**src/rtl/bus_pkg.sv**
```systemverilog
// -----------------------------------------------------------------------------
// bus_pkg
// Shared definitions for the serial bus master: transaction FSM state enum,
// address/data widths, default acknowledge timeout and counter width.
// -----------------------------------------------------------------------------
package bus_pkg;

    localparam int unsigned ADDR_W          = 16;
    localparam int unsigned DATA_W          = 8;
    localparam int unsigned ACK_TIMEOUT_DEF = 15;
    // Wide enough for the largest legal timeout (255) and for ADDR_W bit steps.
    localparam int unsigned CNT_W           = 8;

    typedef enum logic [2:0] {
        IDLE,
        ADDR,
        ACK_A,
        WDATA,
        ACK_D,
        RDATA,
        DONE
    } state_t;

endpackage

```
**src/rtl/master_port_counter.sv**
```systemverilog
// -----------------------------------------------------------------------------
// master_port_counter
// Shared up-counter used for serial bit indexing and ack-timeout counting.
// Synchronous clear has priority over increment; the count saturates at its
// maximum so an indefinite wait can never wrap back into a valid index.
//
// Ports:
//   CLK    in   rising-edge clock
//   RSTN   in   asynchronous active-low reset
//   rst    in   synchronous clear
//   incr   in   increment enable
//   count  out  current count
// -----------------------------------------------------------------------------
module master_port_counter
    import bus_pkg::*;
#(
    parameter int unsigned W = CNT_W
) (
    input  logic         CLK,
    input  logic         RSTN,
    input  logic         rst,
    input  logic         incr,
    output logic [W-1:0] count
);

    always_ff @(posedge CLK or negedge RSTN) begin
        if (!RSTN) begin
            count <= '0;
        end else if (rst) begin
            count <= '0;
        end else if (incr && (count != '1)) begin
            count <= count + 1'b1;
        end
    end

endmodule

```
**src/rtl/master_port.sv**
```systemverilog
// -----------------------------------------------------------------------------
// master_port
// Serial bus master. Accepts a request on M_START while idle, shifts the
// 16-bit address out LSB first, waits for a slave acknowledge, then either
// shifts 8 bits of write data out (and waits for a second acknowledge) or
// reads 8 bits back after one turnaround cycle. M_DONE pulses for one cycle
// at completion; M_RDATA is updated on successful reads and held otherwise.
//
// Optional feature (macro MASTER_ACK_TIMEOUT_EN): the acknowledge states give
// up after ACK_TIMEOUT cycles without B_ACK and complete with M_ERR=1.
// Without the macro the acknowledge states wait indefinitely and M_ERR=0.
//
// Parameters:
//   ACK_TIMEOUT  cycles to wait for B_ACK (2..255)
// Ports:
//   CLK, RSTN    clock / asynchronous active-low reset
//   M_START      request strobe (accepted only while M_READY=1)
//   M_RW         1=write, 0=read
//   M_ADDR       target address
//   M_WDATA      write data
//   M_READY      idle, can accept a request
//   M_DONE       one-cycle completion pulse
//   M_ERR        qualifies M_DONE: acknowledge timeout
//   M_RDATA      read data, held until the next successful read
//   B_AD_VALID   high during the 16 address-bit cycles
//   B_BUS_OUT    serial address / write data, LSB first
//   B_RW         registered M_RW for the transaction
//   B_BUS_IN     serial read data from slave
//   B_ACK        slave acknowledge
//   B_SBSY       slave busy (informational, not used for control)
// -----------------------------------------------------------------------------
module master_port
    import bus_pkg::*;
#(
    parameter int unsigned ACK_TIMEOUT = ACK_TIMEOUT_DEF
) (
    input  logic              CLK,
    input  logic              RSTN,
    input  logic              M_START,
    input  logic              M_RW,
    input  logic [ADDR_W-1:0] M_ADDR,
    input  logic [DATA_W-1:0] M_WDATA,
    output logic              M_READY,
    output logic              M_DONE,
    output logic              M_ERR,
    output logic [DATA_W-1:0] M_RDATA,
    output logic              B_AD_VALID,
    output logic              B_BUS_OUT,
    output logic              B_RW,
    input  logic              B_BUS_IN,
    input  logic              B_ACK,
    input  logic              B_SBSY
);

    if ((ACK_TIMEOUT < 2) || (ACK_TIMEOUT > 255)) begin : g_bad_timeout
        $error("master_port: ACK_TIMEOUT must be in 2..255");
    end

    state_t             state;
    state_t             next_state;
    logic [CNT_W-1:0]   count;
    logic               cnt_rst;
    logic               cnt_incr;
    logic               timeout;
    logic               in_ack;

    logic               rw_q;
    logic [ADDR_W-1:0]  addr_q;
    logic [DATA_W-1:0]  wdata_q;
    logic [DATA_W-1:0]  rdata_sh;
    logic [DATA_W-1:0]  rdata_next;
    logic [DATA_W-1:0]  rdata_q;
    logic [2:0]         rd_idx;
    logic               unused_sbsy;

    assign unused_sbsy = B_SBSY;
    assign in_ack      = (state == ACK_A) || (state == ACK_D);

    master_port_counter #(
        .W (CNT_W)
    ) u_counter (
        .CLK   (CLK),
        .RSTN  (RSTN),
        .rst   (cnt_rst),
        .incr  (cnt_incr),
        .count (count)
    );

`ifdef MASTER_ACK_TIMEOUT_EN
    logic err_q;

    // Count 0 is the entry cycle, so the last waiting cycle is ACK_TIMEOUT-1.
    assign timeout = in_ack && !B_ACK && (count == CNT_W'(ACK_TIMEOUT - 1));

    always_ff @(posedge CLK or negedge RSTN) begin
        if (!RSTN) begin
            err_q <= 1'b0;
        end else if ((state == IDLE) && M_START) begin
            err_q <= 1'b0;
        end else if (timeout) begin
            err_q <= 1'b1;
        end
    end

    assign M_ERR = (state == DONE) && err_q;
`else
    assign timeout = 1'b0;
    assign M_ERR   = 1'b0;
`endif

    // State register
    always_ff @(posedge CLK or negedge RSTN) begin
        if (!RSTN) begin
            state <= IDLE;
        end else begin
            state <= next_state;
        end
    end

    // Next-state logic
    always_comb begin
        next_state = state;
        unique case (state)
            IDLE: begin
                if (M_START) next_state = ADDR;
            end
            ADDR: begin
                if (count == CNT_W'(ADDR_W - 1)) next_state = ACK_A;
            end
            ACK_A: begin
                if (B_ACK)        next_state = rw_q ? WDATA : RDATA;
                else if (timeout) next_state = DONE;
            end
            WDATA: begin
                if (count == CNT_W'(DATA_W - 1)) next_state = ACK_D;
            end
            ACK_D: begin
                if (B_ACK || timeout) next_state = DONE;
            end
            RDATA: begin
                // Count 0 is turnaround; counts 1..DATA_W carry data bits.
                if (count == CNT_W'(DATA_W)) next_state = DONE;
            end
            DONE: begin
                next_state = IDLE;
            end
            default: begin
                next_state = IDLE;
            end
        endcase
    end

    // Output / control logic
    always_comb begin
        M_READY    = (state == IDLE);
        M_DONE     = (state == DONE);
        B_AD_VALID = (state == ADDR);
        B_BUS_OUT  = 1'b0;
        if (state == ADDR) begin
            B_BUS_OUT = addr_q[count[3:0]];
        end else if (state == WDATA) begin
            B_BUS_OUT = wdata_q[count[2:0]];
        end
        // Clearing on every transition gives each state a fresh bit index.
        cnt_rst  = (next_state != state);
        cnt_incr = (state == ADDR) || (state == WDATA) || (state == RDATA);
`ifdef MASTER_ACK_TIMEOUT_EN
        cnt_incr = cnt_incr || in_ack;
`endif
    end

    // Read bit k arrives at count k+1; the final bit is merged combinationally
    // so M_RDATA is already valid in the DONE cycle.
    always_comb begin
        rd_idx             = count[2:0] - 3'd1;
        rdata_next         = rdata_sh;
        rdata_next[rd_idx] = B_BUS_IN;
    end

    always_ff @(posedge CLK or negedge RSTN) begin
        if (!RSTN) begin
            rw_q     <= 1'b0;
            addr_q   <= '0;
            wdata_q  <= '0;
            rdata_sh <= '0;
            rdata_q  <= '0;
        end else begin
            if ((state == IDLE) && M_START) begin
                rw_q    <= M_RW;
                addr_q  <= M_ADDR;
                wdata_q <= M_WDATA;
            end
            if ((state == RDATA) && (count != '0)) begin
                rdata_sh <= rdata_next;
                if (count == CNT_W'(DATA_W)) begin
                    rdata_q <= rdata_next;
                end
            end
        end
    end

    assign B_RW    = rw_q;
    assign M_RDATA = rdata_q;

endmodule

```
**config.mk**
```make
export PLATFORM = sky130hd
export DESIGN_NAME = master_port
export DESIGN_NICKNAME = d
export VERILOG_FILES = /design/src/rtl/bus_pkg.sv /design/src/rtl/master_port_counter.sv /design/src/rtl/master_port.sv
export SDC_FILE = /design/constraint.sdc
export NUM_CORES = 1
export LEC_CHECK = 0
export ABC_AREA = 1
export BUFFER_PORTS_ARGS = -buffer_cell sky130_fd_sc_hd__clkbuf_2
export CORE_MARGIN = 2
export CORE_UTILIZATION = 35
export CTS_CLUSTER_DIAMETER = 40
export DETAILED_ROUTE_END_ITERATION = 7
export RECOVER_POWER = 50
export SYNTH_ARGS = -nofsm -noshare
export SYNTH_HDL_FRONTEND = slang
export SYNTH_HIERARCHICAL = 1
export SYNTH_SLANG_ARGS = --single-unit
```
**constraint.sdc**
```tcl
create_clock -name CLK -period 6 [get_ports CLK]
set_input_delay 0.9 -clock CLK [delete_from_list [all_inputs] [get_ports CLK]]
set_output_delay 0.9 -clock CLK [all_outputs]
set_load 0.01 [all_outputs]
```
==> run_results.csv, run 1 <==
group,metric,value,unit
status,status,"complete, but fails checks",
status,violations,"max-capacitance violations, max-slew violations",
pwr,max-vdd-ir-drop,0.0001868,V
finish,layout_common_cells,"92 x nand2_1, 52 x dfrtp_1, 46 x nor2_1",
sta,relSlewSlack,-86.56,%
route,first_iter_violations,92,
pwr,p_sw_share,43.30,%
sta,setup_tns,0,ns
worst_setup_path,end_kind,"primary output",
worst_setup_path,crit_path_max_fanout,25,
yosys,netlist_top_cells_area,"dfrtp_1 45%, nand2_1 12%, nor2_1 6.0%",
yosys,synth_cells,365,
route,drc,0,
cts,numCtsBuffers,5,
worst_setup_path,worstSetupStartpointType,"flip-flop",
finish,area_delta_synth_final,11.51,%
floorplanning,io_pins,45,
min_path,hp-class,"flip-flop to flip-flop",
placed_design,place_area,0.003112,sq mm
global_routing,grtUsageTotal,14.25,%
route,firstDrtPassIters,4,
cts,cts_hold_buffers,0,
sta,max_freq,0.3097,GHz
worst_setup_path,cp_num_buf_inv,2,
yosys,synth_top_area_share,45.36,%
worst_setup_path,critPathArrivalTime,2.33,ns
yosys,synthArstFlopShare,100.0,%
yosys,synth_edf_count,0,
yosys,synth_top_family_by_area,"simple AND/OR/NAND/NOR gates",
global_routing,grt_pass1_vias,2353,
cts,cts.clk_slew.worst_paths,0.09,ns
sta,finalHoldViolCount,0,
pwr,internal-power,0.8616,mW
worst_setup_path,critPathRequiredTime,5.10,ns
finish,fillers,889,
floorplanning,placement_rows,33,
finish,layout_commonest_cell,"nand2_1",
yosys,yosysWarnings,6,
finish,drive_gt1_share,19.75,%
cts,cts_resized,0,
yosys,synth_compound_area_share,10.86,%
placed_design,port_buffers,42,
pwr,p_comb_share,45.5,%
placed_design,gp_congestion,0.8167,
pwr,cellLeakagePower,1.619,nW
worst_setup_path,slowest_stage,"dfrtp_1",
pwr,powerDensity,475.0,mW/mm^2
placed_design,hpwl,4.258,mm
sta,tightest_slew,2.798,ns
global_routing,grt_max_degree,53,
route,antenna_left,0,
cts,clock-root-buffer,"clkbuf_8",
worst_setup_path,slowest_delay,0.85,ns
yosys,synth_seq_cells,52,
cts,clock-sinks,52,
min_path,holdPathEnd,"M_RDATA[7]",
cts,cts_tree,"built",
yosys,synth-xor-area-share,0,%
worst_setup_path,reg2regPathDepth,15,
floorplanning,core,0.008093,sq mm
run,max-cap-violations,1,
sta,skew,0.007260,ns
floorplanning,die_area,0.008938,sq mm
worst_setup_path,cp_top_family,"flip-flops",
finish,antenna_cells,0,
pwr,p_seq_share,39.5,%
finish,fin_area,0.003199,sq mm
min_path,min_path_cells,2,
floorplanning,initial_core_util,35.45,%
sta,period_needed,3.229,ns
worst_setup_path,r2r_slack,2.87,ns
yosys,synth_area,0.002869,sq mm
sta,setup_viol,0,
yosys,synth_fp_nets,399,
sta,drv_slew,53,
worst_setup_path,cp.depth,6,
cts,worstSkewPairLatency,0.30,ns
yosys,synth_simple_gate_area_share,28.26,%
cts,cts_setup_buffers,0,
floorplanning,die_x,94.54,um
global_routing,antenna_found_initial,0,
min_path,min_from,"M_RDATA[7]",
worst_setup_path,timing.rr.start,"u_counter/count[0]",
global_routing,grt_overflow,0,
worst_setup_path,r2r_end,"u_counter/count[3]",
pwr,finalPower,1.520,mW
global_routing,grt_pass1_wl,10.27,mm
pwr,pwr-share-clk,15.0,%
route,vias_per_cell,4.739,
yosys,synth_ff_type,"dfrtp_1",
yosys,synth.area.mux_share,5.102,%
sta,finalCritPeriodShare,53.82,%
worst_setup_path,path_cells,"inv_1, o21ai_0, o211ai_1, nand3_1, nand2_1, clkbuf_2",
yosys,seq_area_frac_synth,45.36,%
yosys,ys_types,28,
worst_setup_path,worstSetupPathType,"flip-flop to primary output",
yosys,synth_fa_ha_area_share,1.308,%
floorplanning,fp.dieH,94.54,um
cts,htreeDepth,2,
cts,clock_path_buffers,2,
yosys,synth_top_area_cell,"dfrtp_1",
route,drt-total-wl,5.910,mm
finish,final_nets,435,
pwr,switchingPower,0.6580,mW
sta,rsz0062_at_grt,"false",
route,detail_route.wl_per_cell,11.70,um
route,via_count,2393,
yosys,synth.avg_cell_area,7.860,sq um
state kept, by name (all words and copies together), names as in the netlist:
name	count
u_counter/count	8
B_RW	1
addr_q	16
wdata_q	8
M_RDATA	8
rdata_sh	8
state	3
synth_stat cells, types with 2 or more instances:
cell / count
nor3_1: 8
nor2_1: 46
nand2_2: 6
mux2_2: 13
o21ai_0: 7
nand3_1: 27
inv_2: 4
dfrtp_1: 52
buf_2: 7
o211ai_1: 2
buf_4: 2
inv_1: 34
o21bai_1: 2
o21ai_2: 2
o21ai_1: 17
buf_6: 5
nand2_1: 92
nor2_2: 4
nor2_4: 3
ha_1: 3
a21oi_1: 22
metal layers:
metal	routed length [um]	track usage (%)	vias up	share of wire, %
li1	-	-	1231	-
met5	0	0	-	0
met3	211	2.474	4	3.6
met1	2708	17.70	1117	46
met2	2929	25.60	41	50
met4	61	3.623	0	1.0
cell families after synthesis:
family / count (synthesis)
AOI/OAI and AO/OA: 55
buffers and inverters: 53
adders and majority gates: 3
muxes: 13
and+or+nand+nor: 188
other: 1
DFF: 52
worst max path at each step:
stage | to | startpoint | slack, ns
floorplan | u_counter/count[3] | u_counter/count[0] | 3.90
global placement | u_counter/count[1] | u_counter/count[0] | 2.79
detailed placement | u_counter/count[1] | u_counter/count[0] | 2.83
CTS | B_BUS_OUT | u_counter/count[0] | 2.71
global route | u_counter/count[4] | RSTN | 2.17
finish | B_BUS_OUT | u_counter/count[0] | 2.77
power by group through the flow:
stage | Combinational [mW] | Sequential (mW) | Clock (mW)
6_report | 0.691 | 0.600 | 0.228
5_1_grt | 0.804 | 0.620 | 0.252
4_1_cts | 0.703 | 0.600 | 0.240
3_5_place_dp | 0.702 | 0.607 | 0
3_3_place_gp | 0.692 | 0.607 | 0
2_1_floorplan | 0.599 | 0.548 | 0
per-stage QoR:
step / util (%) / worst slack, ns / hold slack, ns / cells
finish: 39.53 / 2.771 / 0.4942 / 505
global placement: 38.45 / 2.791 / 0.4645 / 499
global route: 39.53 / 2.168 / 0.5153 / 505
floorplan: - / 3.895 / 0.4536 / 365
CTS: 39.67 / 2.711 / 0.5009 / 505
detailed placement: 38.45 / 2.834 / 0.4781 / 499
area by class of cell:
cell class / count / area (sq um) / share of cell area [%]
inverter: 39 / 151.4 / 4.732
clock buffer: 5 / 68.82 / 2.151
timing repair buffer: 43 / 206.4 / 6.453
multi-input combinational: 260 / 1310 / 40.95
sequential: 52 / 1301 / 40.67
clock inverter: 1 / 30.03 / 0.9386
tap: 105 / 131.4 / 4.106
worst register-to-register path: cells and delay by family (launching register included):
family / cells / cell delay (ns)
and+or+nand+nor: 10 / 1.02
DFF: 1 / 0.85
adders and majority gates: 1 / 0.38
buffers and inverters: 4 / 0.81
(Power assumes the default switching activity.)
==> run 2: changes to the inputs <==
==> constraint.sdc (replaced) <==
create_clock -name CLK -period 2.8 [get_ports CLK]
set_input_delay 0.42 -clock CLK [delete_from_list [all_inputs] [get_ports CLK]]
set_output_delay 0.42 -clock CLK [all_outputs]
set_load 0.01 [all_outputs]
==> run 2 against run 1 <==
Compared with the run above: the flow now finishes without violations; via count increased by 0.13%; cell area rose by 0.66%; utilization is 0.26 points higher; critical path type is now flip-flop to flip-flop.
==> run_results.csv, run 2 (synthesized netlist as in run 1, its figures left out) <==
group,metric,value,unit
status,status,"finished clean",
placed_design,hpwl,4.459,mm
pwr,max-vdd-ir-drop,0.0003733,V
cts,cts_hold_buffers,0,
sta,period_needed,2.394,ns
finish,layout_common_cells,"92 x nand2_1, 52 x dfrtp_1, 46 x nor2_1",
finish,layout_commonest_cell,"nand2_1",
finish,regMostFlops,"addr_q",
route,detail_route.wl_per_cell,11.92,um
global_routing,grt_max_degree,53,
route,wl_met1,2.776,mm
global_routing,grt_pass1_wl,10.45,mm
sta,drv_slew,0,
sta,setup_viol,0,
global_routing,antenna_found_initial,0,
min_path,hp-class,"primary input to flip-flop",
floorplanning,core,0.008093,sq mm
worst_setup_path,r2r_slack,0.41,ns
route,drt-total-wl,6.090,mm
cts,htreeDepth,2,
floorplanning,die_area,0.008938,sq mm
placed_design,placed_cells,504,
worst_setup_path,end_kind,"flip-flop",
cts,cts.clk_slew.worst_paths,0.09,ns
route,via_count,2396,
route,wl_met2,2.967,mm
cts,worstSkewPairLatency,0.30,ns
worst_setup_path,worstSetupStartpointType,"flip-flop",
route,antenna_left,0,
route,vias_per_cell,4.689,
finish,antenna_cells,0,
finish,area_delta_synth_final,12.25,%
finish,fin_util,39.80,%
min_path,min_path_cells,2,
pwr,powerDensity,1006,mW/mm^2
finish,fin_area,0.003221,sq mm
finish,largest_reg_flops,16,
sta,setup_tns,0,ns
global_routing,grt_overflow,0,
sta,tightest_slew,1.271,ns
sta,skew,0.004731,ns
global_routing,grt_pass1_vias,2297,
finish,finalNonFillerCells,511,
sta,finalHoldViolCount,0,
cts,clock_path_buffers,2,
finish,drive_gt1_share,21.18,%
route,top_layer_used,"met4",
route,drc,0,
cts,cts_setup_buffers,0,
cts,cts_tree,"built",
floorplanning,placement_rows,33,
finish,final_nets,440,
floorplanning,io_pins,45,
run,max-cap-violations,0,
sta,max_freq,0.4177,GHz
floorplanning,initial_core_util,35.45,%
worst_setup_path,critPathRequiredTime,2.99,ns
placed_design,gp_congestion,0.8803,
floorplanning,fp.dieH,94.54,um
worst_setup_path,reg2regPathDepth,15,
cts,cts_resized,0,
worst_setup_path,worstSetupPathType,"flip-flop to flip-flop",
worst_setup_path,crit_path_max_fanout,7,
route,first_iter_violations,101,
route,firstDrtPassIters,4,
sta,rsz0062_at_grt,"false",
sta,relSlewSlack,15.24,%
worst_setup_path,critPathArrivalTime,2.59,ns
cts,numCtsBuffers,5,
placed_design,port_buffers,42,
cts,clock-root-buffer,"clkbuf_8",
sta,finalCritPeriodShare,85.50,%
route,wl_met3,259,um
cts,clock-sinks,52,
placed_design,place_area,0.003149,sq mm
pwr,cellLeakagePower,1.635,nW
floorplanning,die_x,94.54,um
global_routing,grtUsageTotal,14.66,%
## run 2: cell count changes in the layout (fill, tap and decap cells not counted)
cell / delta
buf_4: +5
bufinv_16: -1
clkbuf_1: -1
clkbuf_2: +1
clkinv_2: +1
clkinvlp_4: +1
## run 2: per-stage QoR
step	power, mW	setup WS [ns]	hold slack (ns)
CTS	3.286	0.4037	0.2605
finish	3.240	0.4059	0.3419
global placement	2.811	0.4708	0.4648
floorplan	2.458	0.6952	0.1244
detailed placement	2.859	0.4311	0.4764
global route	3.558	0.1684	0.3331
## run 2: area by class of cell
class / count / area (sq um)
inverters: 39 / 151.4
fillers: 863 / 4872
clock inverters: 2 / 12.51
clock buffers: 5 / 68.82
well taps: 105 / 131.4
multi-input cells: 260 / 1310
repair buffers: 48 / 245.2
flip-flops and latches: 52 / 1301
## run 2: per-layer routing
| layer | vias up | track usage, % |
|---|---|---|
| li1 | 1242 | - |
| met1 | 1102 | 18.59 |
| met2 | 40 | 25.77 |
| met3 | 12 | 2.953 |
| met4 | 0 | 3.382 |
| met5 | - | 0 |
## run 2: path summary, 6_finish.rpt
path                               startpoint            endpoint
max                        u_counter/count[1]  u_counter/count[2]
min                                M_WDATA[5]          wdata_q[5]
max reg2reg                u_counter/count[1]  u_counter/count[2]
min reg2reg                        M_RDATA[7]          M_RDATA[7]
max in group asynchronous                RSTN  u_counter/count[2]
min in group asynchronous                RSTN          M_RDATA[6]
## run 2: where the power goes
part,switching [mW],internal [mW],total [mW]
logic,0.976,0.592,1.57
clock network,0.246,0.170,0.416
registers,0.230,1.03,1.26
## run 2: worst max-delay path, cell delays in order, from the launching register on
cell and delay (ns):
dfrtp_1 0.48, inv_1 0.20, ha_1 0.25, nand3_1 0.12, nor2_2 0.17, nor2_1 0.08, nor2_4 0.09, nand2_2 0.06
nand2_1 0.05, nand2_1 0.05, nand2_1 0.21, inv_1 0.17, nand2_4 0.15, clkinv_4 0.08, nand2_1 0.06, nand2_1 0.06
==> run 3: changes to the inputs <==
--- a/config.mk
+++ b/config.mk
@@ -11,6 +11,7 @@
 export CORE_UTILIZATION = 35
 export CTS_CLUSTER_DIAMETER = 40
 export DETAILED_ROUTE_END_ITERATION = 7
+export PLACE_DENSITY = 0.58
 export RECOVER_POWER = 50
 export SYNTH_ARGS = -nofsm -noshare
 export SYNTH_HDL_FRONTEND = slang
==> run 3 against run 2 <==
Compared with the run above: flip-flop and latch count did not move; global-route usage decreased by 0.16 points; wire length shrank 4.4%; sequential share of layout area down 0.063 points; clock skew is 0.0016 ns lower; sequential power about the same; critical path depth is the same; register-to-register slack better by 0.09 ns; final cell count increased by 0.20%.
==> run_results.csv, run 3 (synthesized netlist as in run 1, its figures left out) <==
group,metric,value,unit
sta,setup_viol,0,
pwr,powerDensity,1001,mW/mm^2
cts,cts.clk_slew.worst_paths,0.10,ns
cts,clock_path_buffers,2,
route,first_iter_violations,102,
sta,period_needed,2.301,ns
route,drc,0,
pwr,finalPower,3.227,mW
finish,drive_gt1_share,21.13,%
run,max-cap-violations,0,
cts,worstSkewPairLatency,0.31,ns
global_routing,grt_max_degree,39,
cts,htreeDepth,2,
finish,area_delta_synth_final,12.43,%
sta,setup_tns,0,ns
global_routing,grt_overflow,0,
finish,fin_util,39.86,%
floorplanning,die_x,94.54,um
route,detail_route.wl_per_cell,11.38,um
cts,cts_resized,0,
placed_design,hpwl,4.309,mm
min_path,hp-class,"primary input to asynchronous set/reset pin",
placed_design,placed_cells,504,
route,via_count,2393,
finish,layout_common_cells,"92 x nand2_1, 52 x dfrtp_1, 46 x nor2_1",
placed_design,place_area,0.003162,sq mm
route,firstDrtPassIters,4,
cts,clock-sinks,52,
floorplanning,fp.dieH,94.54,um
status,status,"finished clean",
global_routing,grt_pass1_wl,10.33,mm
cts,cts_tree,"built",
floorplanning,die_area,0.008938,sq mm
floorplanning,placement_rows,33,
cts,cts_hold_buffers,0,
global_routing,grtUsageTotal,14.50,%
route,antenna_left,0,
worst_setup_path,critPathArrivalTime,2.51,ns
worst_setup_path,critPathRequiredTime,3.01,ns
finish,fin_area,0.003226,sq mm
sta,drv_slew,0,
finish,antenna_cells,0,
finish,final_nets,440,
route,vias_per_cell,4.674,
cts,clock-root-buffer,"clkbuf_8",
route,drt-total-wl,5.825,mm
cts,cts_setup_buffers,0,
pwr,cellLeakagePower,1.640,nW
sta,relSlewSlack,37.78,%
placed_design,gp_congestion,0.8689,
worst_setup_path,end_kind,"flip-flop",
sta,finalHoldViolCount,0,
finish,layout_commonest_cell,"nand2_1",
sta,skew,0.003134,ns
worst_setup_path,worstSetupStartpointType,"flip-flop",
cts,numCtsBuffers,5,
worst_setup_path,worstSetupPathType,"flip-flop to flip-flop",
floorplanning,initial_core_util,35.45,%
floorplanning,io_pins,45,
pwr,max-vdd-ir-drop,0.0003060,V
finish,finalNonFillerCells,512,
global_routing,antenna_found_initial,0,
finish,regMostFlops,"addr_q",
finish,largest_reg_flops,16,
sta,finalCritPeriodShare,82.17,%
floorplanning,core,0.008093,sq mm
sta,rsz0062_at_grt,"false",
sta,tightest_slew,0.9333,ns
placed_design,port_buffers,42,
sta,max_freq,0.4347,GHz
worst_setup_path,crit_path_max_fanout,7,
global_routing,grt_pass1_vias,2360,
## run 3: cell types whose count changed in the layout (fill, tap and decap cells not counted)
cell and delta:
clkinv_4 +1, clkinv_2 +1, clkbuf_2 -1, clkinvlp_4 -1
clkbuf_1 +1
## run 3: critical path, stage by stage (launching register included)
cell	delay [ns]
dfrtp_1	0.44
inv_1	0.19
ha_1	0.24
nand3_1	0.11
nor2_2	0.15
nor2_1	0.08
nor2_4	0.09
nand2_2	0.06
nand2_1	0.06
nand2_1	0.05
nand2_1	0.21
inv_1	0.17
nand2_4	0.15
clkinv_4	0.08
nand2_1	0.06
nand2_1	0.05
## run 3: metrics by stage
stage	hold slack, ns	setup slack [ns]
after floorplan	0.1244	0.6952
after global placement	0.3750	0.5382
after detailed placement	0.3814	0.5151
after CTS	0.04077	0.4934
after global routing	0.2396	0.2420
final	0.1715	0.4993
## run 3: power by group
group	internal, mW	leakage (nW)	switching (mW)	total, mW
Sequential	1.03	0.575	0.210	1.24
Combinational	0.592	1.02	0.967	1.56
Clock	0.175	0.0479	0.258	0.433
Total	1.79	1.64	1.44	3.23
## run 3: area by class of cell
| type | instances | area, sq um |
|---|---|---|
| sequential | 52 | 1301 |
| fill | 898 | 4867 |
| multi-input combinational | 260 | 1310 |
| tap | 105 | 131.4 |
| clock inverter | 3 | 18.77 |
| inverter | 39 | 151.4 |
| timing repair buffer | 48 | 244.0 |
| clock buffer | 5 | 68.82 |
## run 3: final timing paths
| kind | from | cells past startpoint | endpoint | slack (ns) |
|---|---|---|---|---|
| max | u_counter/count[1] | 15 | u_counter/count[3] | 0.50 |
| min | RSTN | 1 | M_RDATA[7] | 0.17 |
| max reg2reg | u_counter/count[1] | 15 | u_counter/count[3] | 0.50 |
| min reg2reg | M_RDATA[6] | 2 | M_RDATA[6] | 0.49 |
| max in group asynchronous | RSTN | 2 | u_counter/count[0] | 1.23 |
| min in group CLK | M_WDATA[3] | 2 | wdata_q[3] | 0.33 |
## run 3: metal layers
| layer | wire [um] | vias up | GRT usage, % |
|---|---|---|---|
| met1 | 2716 | 1108 | 18.05 |
| met4 | 89 | 0 | 5.072 |
| met5 | 0 | - | 0 |
| met2 | 2843 | 31 | 25.06 |
| met3 | 176 | 8 | 2.873 |
| li1 | - | 1246 | - |
